===== config.mk =====
export PLATFORM = sky130hd
export DESIGN_NAME = lcd_bus_cycle_flat
export DESIGN_NICKNAME = d
export VERILOG_FILES = /design/src/rtl/lcd_bus_cycle_pkg.sv /design/src/rtl/lcd_bus_cycle_if.sv /design/src/rtl/lcd_bus_cycle_delay_counter.sv /design/src/rtl/lcd_bus_cycle.sv /design/src/flat_wrapper.sv
export SDC_FILE = /design/constraint.sdc
export NUM_CORES = 1
export LEC_CHECK = 0
export CAP_MARGIN = 40
export CORE_MARGIN = 2
export CORE_UTILIZATION = 40
export DETAILED_ROUTE_END_ITERATION = 16
export GPL_TIMING_DRIVEN = 1
export PLACE_DENSITY = 0.65
export SYNTH_ARGS = -nofsm -noshare
export SYNTH_HDL_FRONTEND = slang
export SYNTH_HIERARCHICAL = 1
export SYNTH_SLANG_ARGS = --single-unit

===== constraint.sdc =====
create_clock -name clk -period 6.1 [get_ports clk]
set_input_delay 1.22 -clock clk [delete_from_list [all_inputs] [get_ports clk]]
set_output_delay 1.22 -clock clk [all_outputs]
set_load 0.01 [all_outputs]

===== src/rtl/lcd_bus_cycle_pkg.sv =====
// Shared types, command constants and 1 MHz timing defaults for the LCD write engine.
package lcd_pkg;

  typedef enum logic [2:0] {
    POWERUP = 3'd0,
    IDLE    = 3'd1,
    SETUP   = 3'd2,
    EN_HI   = 3'd3,
    HOLD    = 3'd4,
    WAIT    = 3'd5
  } lcd_state_e;

  localparam logic [7:0] LCD_CMD_CLEAR = 8'h01;
  localparam logic [7:0] LCD_CMD_HOME  = 8'h02;

  localparam int DEF_T_POWERUP    = 15000;
  localparam int DEF_T_SETUP      = 1;
  localparam int DEF_T_EN_HIGH    = 1;
  localparam int DEF_T_CMD_WAIT   = 40;
  localparam int DEF_T_CLEAR_WAIT = 1600;

  function automatic int max_int(input int a, input int b);
    return (a > b) ? a : b;
  endfunction

  // Clear (0x01) and both Return Home encodings (0x02/0x03) need the long wait.
  function automatic logic is_long_cmd(input logic rs, input logic [7:0] data);
    return (rs == 1'b0) && (data[7:2] == 6'd0) && (data != 8'h00);
  endfunction

endpackage


===== src/rtl/lcd_bus_cycle_if.sv =====
// Upstream byte handshake between the command/data controller and the bus-cycle engine.
interface lcd_bus_cycle_if;
  logic       in_valid;
  logic       in_rs;
  logic [7:0] in_data;
  logic       in_ready;
  logic       busy;

  modport master (output in_valid, in_rs, in_data, input in_ready, busy);
  modport slave  (input in_valid, in_rs, in_data, output in_ready, busy);
endinterface


===== src/rtl/lcd_bus_cycle_delay_counter.sv =====
// Loadable down-counter timing every engine state; saturates at zero.
module lcd_delay_counter #(
  parameter int WIDTH       = 14,
  parameter int RESET_VALUE = 0
) (
  input  logic             clk,
  input  logic             rst,
  input  logic             load,
  input  logic [WIDTH-1:0] load_value,
  output logic [WIDTH-1:0] value,
  output logic             done
);

  // Count register: reload on request, otherwise decrement down to zero.
  always_ff @(posedge clk or posedge rst) begin
    if (rst) begin
      value <= WIDTH'(RESET_VALUE);
    end else if (load) begin
      value <= load_value;
    end else if (value != {WIDTH{1'b0}}) begin
      value <= value - WIDTH'(1);
    end else begin
      value <= value;
    end
  end

  assign done = (value == {WIDTH{1'b0}});

endmodule


===== src/rtl/lcd_bus_cycle.sv =====
// HD44780 physical write engine: one byte per handshake, full setup/enable/hold/exec-wait cycle.
module lcd_bus_cycle
  import lcd_pkg::*;
#(
  parameter int T_POWERUP    = DEF_T_POWERUP,
  parameter int T_SETUP      = DEF_T_SETUP,
  parameter int T_EN_HIGH    = DEF_T_EN_HIGH,
  parameter int T_CMD_WAIT   = DEF_T_CMD_WAIT,
  parameter int T_CLEAR_WAIT = DEF_T_CLEAR_WAIT
) (
  input  logic           clk,
  input  logic           rst,
  lcd_bus_cycle_if.slave bus,
  output logic [7:0]     lcd_db,
  output logic           lcd_rs,
  output logic           lcd_en,
  output logic           lcd_rw
);

  localparam int T_MAX = max_int(max_int(max_int(T_POWERUP, T_SETUP),
                                         max_int(T_EN_HIGH, T_CMD_WAIT)), T_CLEAR_WAIT);
  localparam int CW    = $clog2(T_MAX + 1);
  typedef logic [CW-1:0] cnt_t;

  lcd_state_e state_r;
  lcd_state_e state_next_s;
  logic       load_s;
  logic       done_s;
  logic       transfer_s;
  logic       in_ready_r;
  logic       rs_r;
  logic [7:0] data_r;
  cnt_t       load_value_s;
  cnt_t       count_unused_s;

  assign transfer_s = bus.in_valid && in_ready_r;

  // Reset itself stands in for the POWERUP entry edge, so one cycle less is preloaded.
  lcd_delay_counter #(
    .WIDTH       (CW),
    .RESET_VALUE (T_POWERUP - 2)
  ) u_delay (
    .clk        (clk),
    .rst        (rst),
    .load       (load_s),
    .load_value (load_value_s),
    .value      (count_unused_s),
    .done       (done_s)
  );

  // State register.
  always_ff @(posedge clk or posedge rst) begin
    if (rst) begin
      state_r <= POWERUP;
    end else begin
      state_r <= state_next_s;
    end
  end

  // Next-state selection and counter reload on every state entry.
  always_comb begin
    state_next_s = state_r;
    case (state_r)
      POWERUP: if (done_s) state_next_s = IDLE;  else state_next_s = POWERUP;
      IDLE:    if (transfer_s) state_next_s = SETUP; else state_next_s = IDLE;
      SETUP:   if (done_s) state_next_s = EN_HI; else state_next_s = SETUP;
      EN_HI:   if (done_s) state_next_s = HOLD;  else state_next_s = EN_HI;
      HOLD:    state_next_s = WAIT;
      WAIT:    if (done_s) state_next_s = IDLE;  else state_next_s = WAIT;
      default: state_next_s = POWERUP;
    endcase
  end

  // Duration of the state being entered, minus one.
  always_comb begin
    load_s       = (state_next_s != state_r);
    load_value_s = cnt_t'(0);
    case (state_next_s)
      SETUP:   load_value_s = cnt_t'(T_SETUP - 1);
      EN_HI:   load_value_s = cnt_t'(T_EN_HIGH - 1);
      WAIT: begin
        if (is_long_cmd(rs_r, data_r)) begin
          load_value_s = cnt_t'(T_CLEAR_WAIT - 1);
        end else begin
          load_value_s = cnt_t'(T_CMD_WAIT - 1);
        end
      end
      default: load_value_s = cnt_t'(0);
    endcase
  end

  // Byte capture, handshake readiness and registered LCD pins.
  always_ff @(posedge clk or posedge rst) begin
    if (rst) begin
      rs_r       <= 1'b0;
      data_r     <= 8'h00;
      in_ready_r <= 1'b0;
      lcd_rs     <= 1'b0;
      lcd_db     <= 8'h00;
      lcd_en     <= 1'b0;
    end else begin
      if (transfer_s) begin
        rs_r   <= bus.in_rs;
        data_r <= bus.in_data;
      end else begin
        rs_r   <= rs_r;
        data_r <= data_r;
      end
      in_ready_r <= (state_r == IDLE) && !transfer_s;
      lcd_en     <= (state_r == EN_HI);
      if ((state_r != IDLE) && (state_r != POWERUP)) begin
        lcd_rs <= rs_r;
        lcd_db <= data_r;
      end else begin
        lcd_rs <= lcd_rs;
        lcd_db <= lcd_db;
      end
    end
  end

  assign bus.in_ready = in_ready_r;
  assign bus.busy     = ~in_ready_r;
  assign lcd_rw       = 1'b0;

endmodule


===== src/flat_wrapper.sv =====
// flat-port wrapper written by rule: the top's interface ports become plain ports
module lcd_bus_cycle_flat import lcd_pkg::*;
#(
  parameter int T_POWERUP    = DEF_T_POWERUP,
  parameter int T_SETUP      = DEF_T_SETUP,
  parameter int T_EN_HIGH    = DEF_T_EN_HIGH,
  parameter int T_CMD_WAIT   = DEF_T_CMD_WAIT,
  parameter int T_CLEAR_WAIT = DEF_T_CLEAR_WAIT
)
  (clk, rst, lcd_db, lcd_rs, lcd_en, lcd_rw, bus_in_valid, bus_in_rs, bus_in_data, bus_in_ready, bus_busy);
  lcd_bus_cycle_if bus_i ();
  input  logic clk;
  input  logic rst;
  output logic [7:0] lcd_db;
  output logic lcd_rs;
  output logic lcd_en;
  output logic lcd_rw;
  input wire logic [$bits(bus_i.in_valid)-1:0] bus_in_valid;
  input wire logic [$bits(bus_i.in_rs)-1:0] bus_in_rs;
  input wire logic [$bits(bus_i.in_data)-1:0] bus_in_data;
  output wire logic [$bits(bus_i.in_ready)-1:0] bus_in_ready;
  output wire logic [$bits(bus_i.busy)-1:0] bus_busy;
  assign bus_i.in_valid = bus_in_valid;
  assign bus_i.in_rs = bus_in_rs;
  assign bus_i.in_data = bus_in_data;
  assign bus_in_ready = bus_i.in_ready;
  assign bus_busy = bus_i.busy;
  lcd_bus_cycle #(.T_POWERUP(T_POWERUP), .T_SETUP(T_SETUP), .T_EN_HIGH(T_EN_HIGH), .T_CMD_WAIT(T_CMD_WAIT), .T_CLEAR_WAIT(T_CLEAR_WAIT)) u_core (.clk(clk), .rst(rst), .bus(bus_i), .lcd_db(lcd_db), .lcd_rs(lcd_rs), .lcd_en(lcd_en), .lcd_rw(lcd_rw));
endmodule

; ---- Yosys cells after proc, flatten, opt, wreduce, memory -nomap -nowiden
; Index checks and enable logic that the tools add are counted.
[classes]
n_reduce_logical = 13
mux = 10
eq_ne = 8
bitwise_logic = 2
add_sub_neg = 1
[ops]
columns = op, n
row1 = $mux 14, 3
row2 = $pmux 3 s6, 1
row3 = $logic_not 14->1, 1
row4 = $reduce_bool 14->1, 1
row5 = $sub 14x1->14 const B, 1
row6 = $mux 11, 1
row7 = $eq 3x3->1 const B, 3
row8 = $reduce_bool 8->1, 1
row9 = $eq 3x2->1 const B, 2
row10 = $logic_not 6->1, 1
row11 = $mux 3, 2
row12 = $logic_and 1x1->1, 5
row13 = $eq 3x1->1 const B, 1
row14 = $logic_not 3->1, 1
row15 = $ne 3x1->1 const B, 1
row16 = $ne 3x3->1, 1
row17 = $reduce_bool 3->1, 1
row18 = $mux 1, 2
row19 = $mux 2, 1
row20 = $not 1->1, 2
row21 = $reduce_bool 2->1, 1
row22 = $logic_not 1->1, 1
[totals]
elab_cells = 42
register_bits = 37
inputBits = 12
out_inout_bits = 13

; ---- Logic depth before layout (Yosys ltp)
[logic_depth]
word_depth = 6
depth_mapped = 10
ltp_nobuf = 10

; ---- By module
; The synthesis kept the hierarchy.
[modules_own_cells]
columns = module, area_per_inst_um2, cells_per_inst, n_inst, seq_area_each_um2
row1 = lcd_bus_cycle, 975.9, 68, 1, 575.6
row2 = lcd_delay_counter, 899.6, 89, 1, 360.3

; ---- Least setup slack after synthesis
; OpenSTA, ideal clock, no wires.
[synth_timing]
path_kind = reg2reg
start = register u_core.u_delay.value[0]
end = register u_core.u_delay.value[12]
path_buffers = 1
required_time_ns = 6.017
setup_slack_ns = 3.867
arrival_ns = 2.150
period_less_slack_ns = 2.233
setup_ns = 0.083
stages_incl_launch_ff = 11
cell_sequence = dfrtp_1 -> inv_1 -> ha_1 -> nor3b_4 -> nand2_1 -> nor2_4 -> inv_1 -> a21oi_2 -> clkbuf_1 -> nor2b_1 -> a21oi_1
[synth_via]
elab_chain_len = 5
word_cells_on_any_way = 12
cone_classes = 1 x add/sub / 1 x eq/ne / 7 x mux / 3 x reduce/logical
[synth_rtl]
columns = element, line
row1 = "start, declared", lcd_bus_cycle_delay_counter.sv:10  ; output logic [WIDTH-1:0] value,
row2 = "start signal, assigned", lcd_bus_cycle_delay_counter.sv:17  ; value <= WIDTH'(RESET_VALUE);
row3 = "start signal, assigned", lcd_bus_cycle_delay_counter.sv:19  ; value <= load_value;
row4 = "start signal, assigned", lcd_bus_cycle_delay_counter.sv:21  ; value <= value - WIDTH'(1);
row5 = $logic_not 14->1 *, lcd_bus_cycle_delay_counter.sv:27  ; assign done = (value == {WIDTH{1'b0}});
row6 = net u_core.done_s, lcd_bus_cycle.sv:28  ; logic done_s;
row7 = "$mux 3, or another cell as far along", lcd_bus_cycle.sv:67  ; EN_HI: if (done_s) state_next_s = HOLD; else state_next_s = EN_HI;
row8 = $pmux 3 s6 *, lcd_bus_cycle.sv:63  ; case (state_r)
row9 = $ne 3x3->1 *, lcd_bus_cycle.sv:76  ; load_s = (state_next_s != state_r);
row10 = net u_core.load_s, lcd_bus_cycle.sv:27  ; logic load_s;
row11 = $mux 14 or $reduce_bool 2->1 (tied branches), --
; The timed path passes the listed nets; every way through them passes the cells marked *. The select of a mux whose other input is x is not followed.
; A chain may end at the register's enable or synchronous reset.

; ---- Worst setup path in the final report
[layout_timing]
start = input port bus_in_valid
end = register u_core.u_delay.value[13]
[layout_via]
elab_chain_len = 5
word_cells_on_any_way = 6
cone_classes = 1 x eq/ne / 3 x mux / 2 x reduce/logical
[layout_rtl]
columns = element, line
row1 = "start, declared", flat_wrapper.sv:18  ; input wire logic [$bits(bus_i.in_valid)-1:0] bus_in_valid;
row2 = $logic_and 1x1->1 *, lcd_bus_cycle.sv:36  ; assign transfer_s = bus.in_valid && in_ready_r;
row3 = $mux 2 *, lcd_bus_cycle.sv:65  ; IDLE: if (transfer_s) state_next_s = SETUP; else state_next_s = IDLE;
row4 = $pmux 3 s6 *, lcd_bus_cycle.sv:63
row5 = $ne 3x3->1 *, lcd_bus_cycle.sv:76
row6 = net u_core.load_s, lcd_bus_cycle.sv:27
row7 = $mux 14 or $reduce_bool 2->1 (tied branches), --
; The timed path passes the listed nets; every way through them passes the cells marked *.

==> results by group <==
Detailed routing
  • Vias/cell: roughly 5.2
  • DRC: 0
  • Initial DRC count: between 50 and 60
  • Remaining antenna violation count: 0
  • Vias: 1265
  • Pre-antenna DRT Iters: 4
  • WL/cell: 15.1 um
  • Post-Route WL: roughly 3700 um

Final layout
  • Filler cell count: approximately 400
  • Fin cells: ~240
  • Final #Nets: 203
  • Area Overhead vs Synth: 24.5%
  • Antenna cells: 0
  • Share of cells above drive strength 1: ~28%
  • Post-route cell area: roughly 0.0023 sq mm
  • Final core occ: a little over half

Worst setup path
  • CP Data Required Time: 6310 ps
  • Largest stage delay, worst path: approximately 420 ps
  • Buf/Inv on CP: 2
  • CP Launch Type: primary input
  • Reg-to-reg critical path startpoint: u_core/u_delay/value[0]$_DFFE_PP0P_
  • Worst path arrival time: roughly 3100 ps
  • Worst setup path startpoint: bus_in_valid
  • Crit Path Max Fanout: 23
  • CP top delay family: simple AND/OR/NAND/NOR gates
  • Slowest cell on crit path: clkdlybuf4s50_1
  • Crit path cell chain: clkdlybuf4s50_1 -> nand2_1 -> and3_1 -> a21oi_2 -> buf_6 -> nor4_1 -> nand4b_1 -> o211ai_1
  • CP Class: in2reg
  • CP endpoint kind: flip-flop

Clock tree
  • TritonCTS clock tree: done
  • Clock sinks: 37
  • Cts hold-fix bufs: 0
  • CTS Buffer Depth: 2
  • # resized after CTS: 0
  • Clock transition at the registers of the reported paths: 70 ps
  • Root Buffer: clkbuf_8
  • # Post-CTS Setup Buffers: 0
  • Clk_lat worst skew: 290 ps
  • Num CTS Buffers: 5
  • H-tree depth: 2

Logic synthesis
  • Leading area contributor after synthesis: dfrtp_1
  • Mapped Avg Cell Area: approximately 12 sq um
  • Main synth FF type: dfrtp_1
  • Post-synth cell types: 52
  • #FFs+latches synth: 37
  • Post-synth EDFFs: 0
  • Synth async-reset ratio: 100%
  • Main area contributors after synthesis: dfrtp_1, dfstp_2, mux2_2, nand2_1, xnor2_1
  • Gate count of the mapped netlist: between 150 and 200
  • YS warnings: 6
  • Sequential element share of the synthesized area: about half
  • Post-synth top area share: between 30 and 40%
  • Cell area after synthesis: 0.00188 sq mm

STA
  • Fin. max-slew vios: 0
  • Final period utilization: 46.7%
  • Hold WS: 516 ps
  • Slew @ Worst Pin: ~540 ps
  • Setup TNS: 0 ps
  • Final Setup Violations: 0
  • Hold Vio Cnt, Final: 0
  • Clk_skew: 7.90 ps
  • RSZ-0062 raised after global routing: no
  • Final min period: ~2800 ps
  • Max Freq: approximately 0.35 GHz
  • Max-Slew Margin vs Limit: 63.7%

Floorplanning
  • Row cnt: 24
  • I/O pin total: 25
  • Die W: roughly 72 um
  • Core box area: approximately 0.0044 sq mm
  • Total die area: roughly 0.0053 sq mm
  • Die height: just over 70 um
  • Starting Density: 42.2%

Placement
  • Gp weighted congestion: between 0.8 and 0.9
  • IO Port Bufs: 23
  • Post-DP Area: about 0.0022 sq mm
  • Hpwl dp: ~2600 um
  • Placed cells: about 240

Pwr
  • VDD IR max: about 270 uV
  • Power density of the placed cells: around 490 mW/mm^2
  • Leakage power: ~0.93 nW

Global routing
  • First-pass GRT wire length: between 6000 and 7000 um
  • Grt total ovfl: 0
  • GRT Util Overall: between 15 and 20%
  • Largest net degree at the start of global routing: 24
  • Initial antenna violation count: 0
  • Vias in the first global route: around 1400

Job
  • Max cap viols: 0

Hold path
  • Worst hold start: u_core/u_delay/value[12]$_DFFE_PP1P_
  • Hold Crit Class: reg2reg

Status
  • Status: finished clean
## stage by stage
step | power (mW) | worst slack, ps
after CTS | 1.16 | 3280
after global routing | 1.23 | 3080
after detailed placement | 0.902 | 2970
final | 1.15 | 3250
after floorplan | 0.756 | 3870
after global placement | 0.882 | 2640
## synthesized netlist by cell type (3+ instances only)
cell,count
nand2_1,17
o21ai_1,5
nor2_1,3
inv_1,7
mux2_2,18
xor2_1,4
o31ai_1,4
a21oi_2,3
dfrtp_1,29
dfstp_2,8
nor3_1,3
xnor2_1,6
## logic make-up (layout without fill, tap and decap cells)
| family | after synthesis | after routing | share of synthesized area [%] |
|---|---|---|---|
| AND/OR/NAND/NOR | 51 | 51 | 19.4 |
| flip-flops | 37 | 37 | 49.9 |
| AO/OA/AOI/OAI | 27 | 27 | 11.3 |
| multiplexers | 18 | 18 | 10.8 |
| buffers and inverters | 12 | 40 | 3.07 |
| XOR/XNOR | 10 | 10 | 4.67 |
| adder cells (fa/ha/maj) | 1 | 1 | 0.667 |
| other | 1 | 7 | 0.200 |
## layer usage
metal	up-vias	global-route usage (%)	share of wire (%)	routed length, um
met4	0	5.56	1.3	46
met2	27	27.5	49	1800
li1	615	-	-	-
met5	-	0	0	0
met1	619	20.0	45	1660
met3	4	4.31	4.3	156
## placed cells by master (no fill, tap or decap), types with 5 or more instances in the layout
cell type	count
inv_1	7
xnor2_1	6
dfrtp_1	29
dfstp_2	8
mux2_2	18
o21ai_1	5
nand2_1	17
clkbuf_8	5
conb_1	7
clkdlybuf4s50_1	23
## layout make-up
type,count,area (sq um),share of cell area (%)
clock buffer,5,68.8,2.95
clock inverter,3,65.1,2.79
inverter,7,26.3,1.13
multi-input combinational,114,905,38.7
sequential,37,936,40.1
tap,52,65.1,2.79
timing repair buffer,25,269,11.5
## worst register-to-register path, delay by kind of cell (launching register included)
kind	cells	cell delay, ps
buf+inv	3	440
compound gates	2	320
flops	1	450
simple gates	5	1060
fa+ha+maj	1	220
## registers in the layout (all words and copies together), names as in the netlist
name and cells:
u_core/u_delay/value 14, u_core/lcd_en 1, u_core/bus.in_ready 1, u_core/rs_r 1
u_core/state_r 3, u_core/data_r 8, u_core/lcd_db 8, u_core/lcd_rs 1
## power breakdown
| group | internal (mW) | switching [mW] |
|---|---|---|
| combinational | 0.236 | 0.167 |
| sequential | 0.377 | 0.116 |
| clock | 0.163 | 0.0899 |
## path summary, 6_finish.rpt
kind	to	slack [ps]	depth (start not counted)
min reg2reg	u_core/u_delay/value[12]$_DFFE_PP1P_	520	2
max in group asynchronous	u_core/u_delay/value[12]$_DFFE_PP1P_	4430	2
max reg2reg	u_core/u_delay/value[1]$_DFFE_PP1P_	3570	11
min in group asynchronous	u_core/lcd_db[7]$_DFFE_PP0P_	1150	2
min	u_core/u_delay/value[12]$_DFFE_PP1P_	520	2
max	u_core/u_delay/value[13]$_DFFE_PP1P_	3250	8
(Power assumes the default switching activity.)
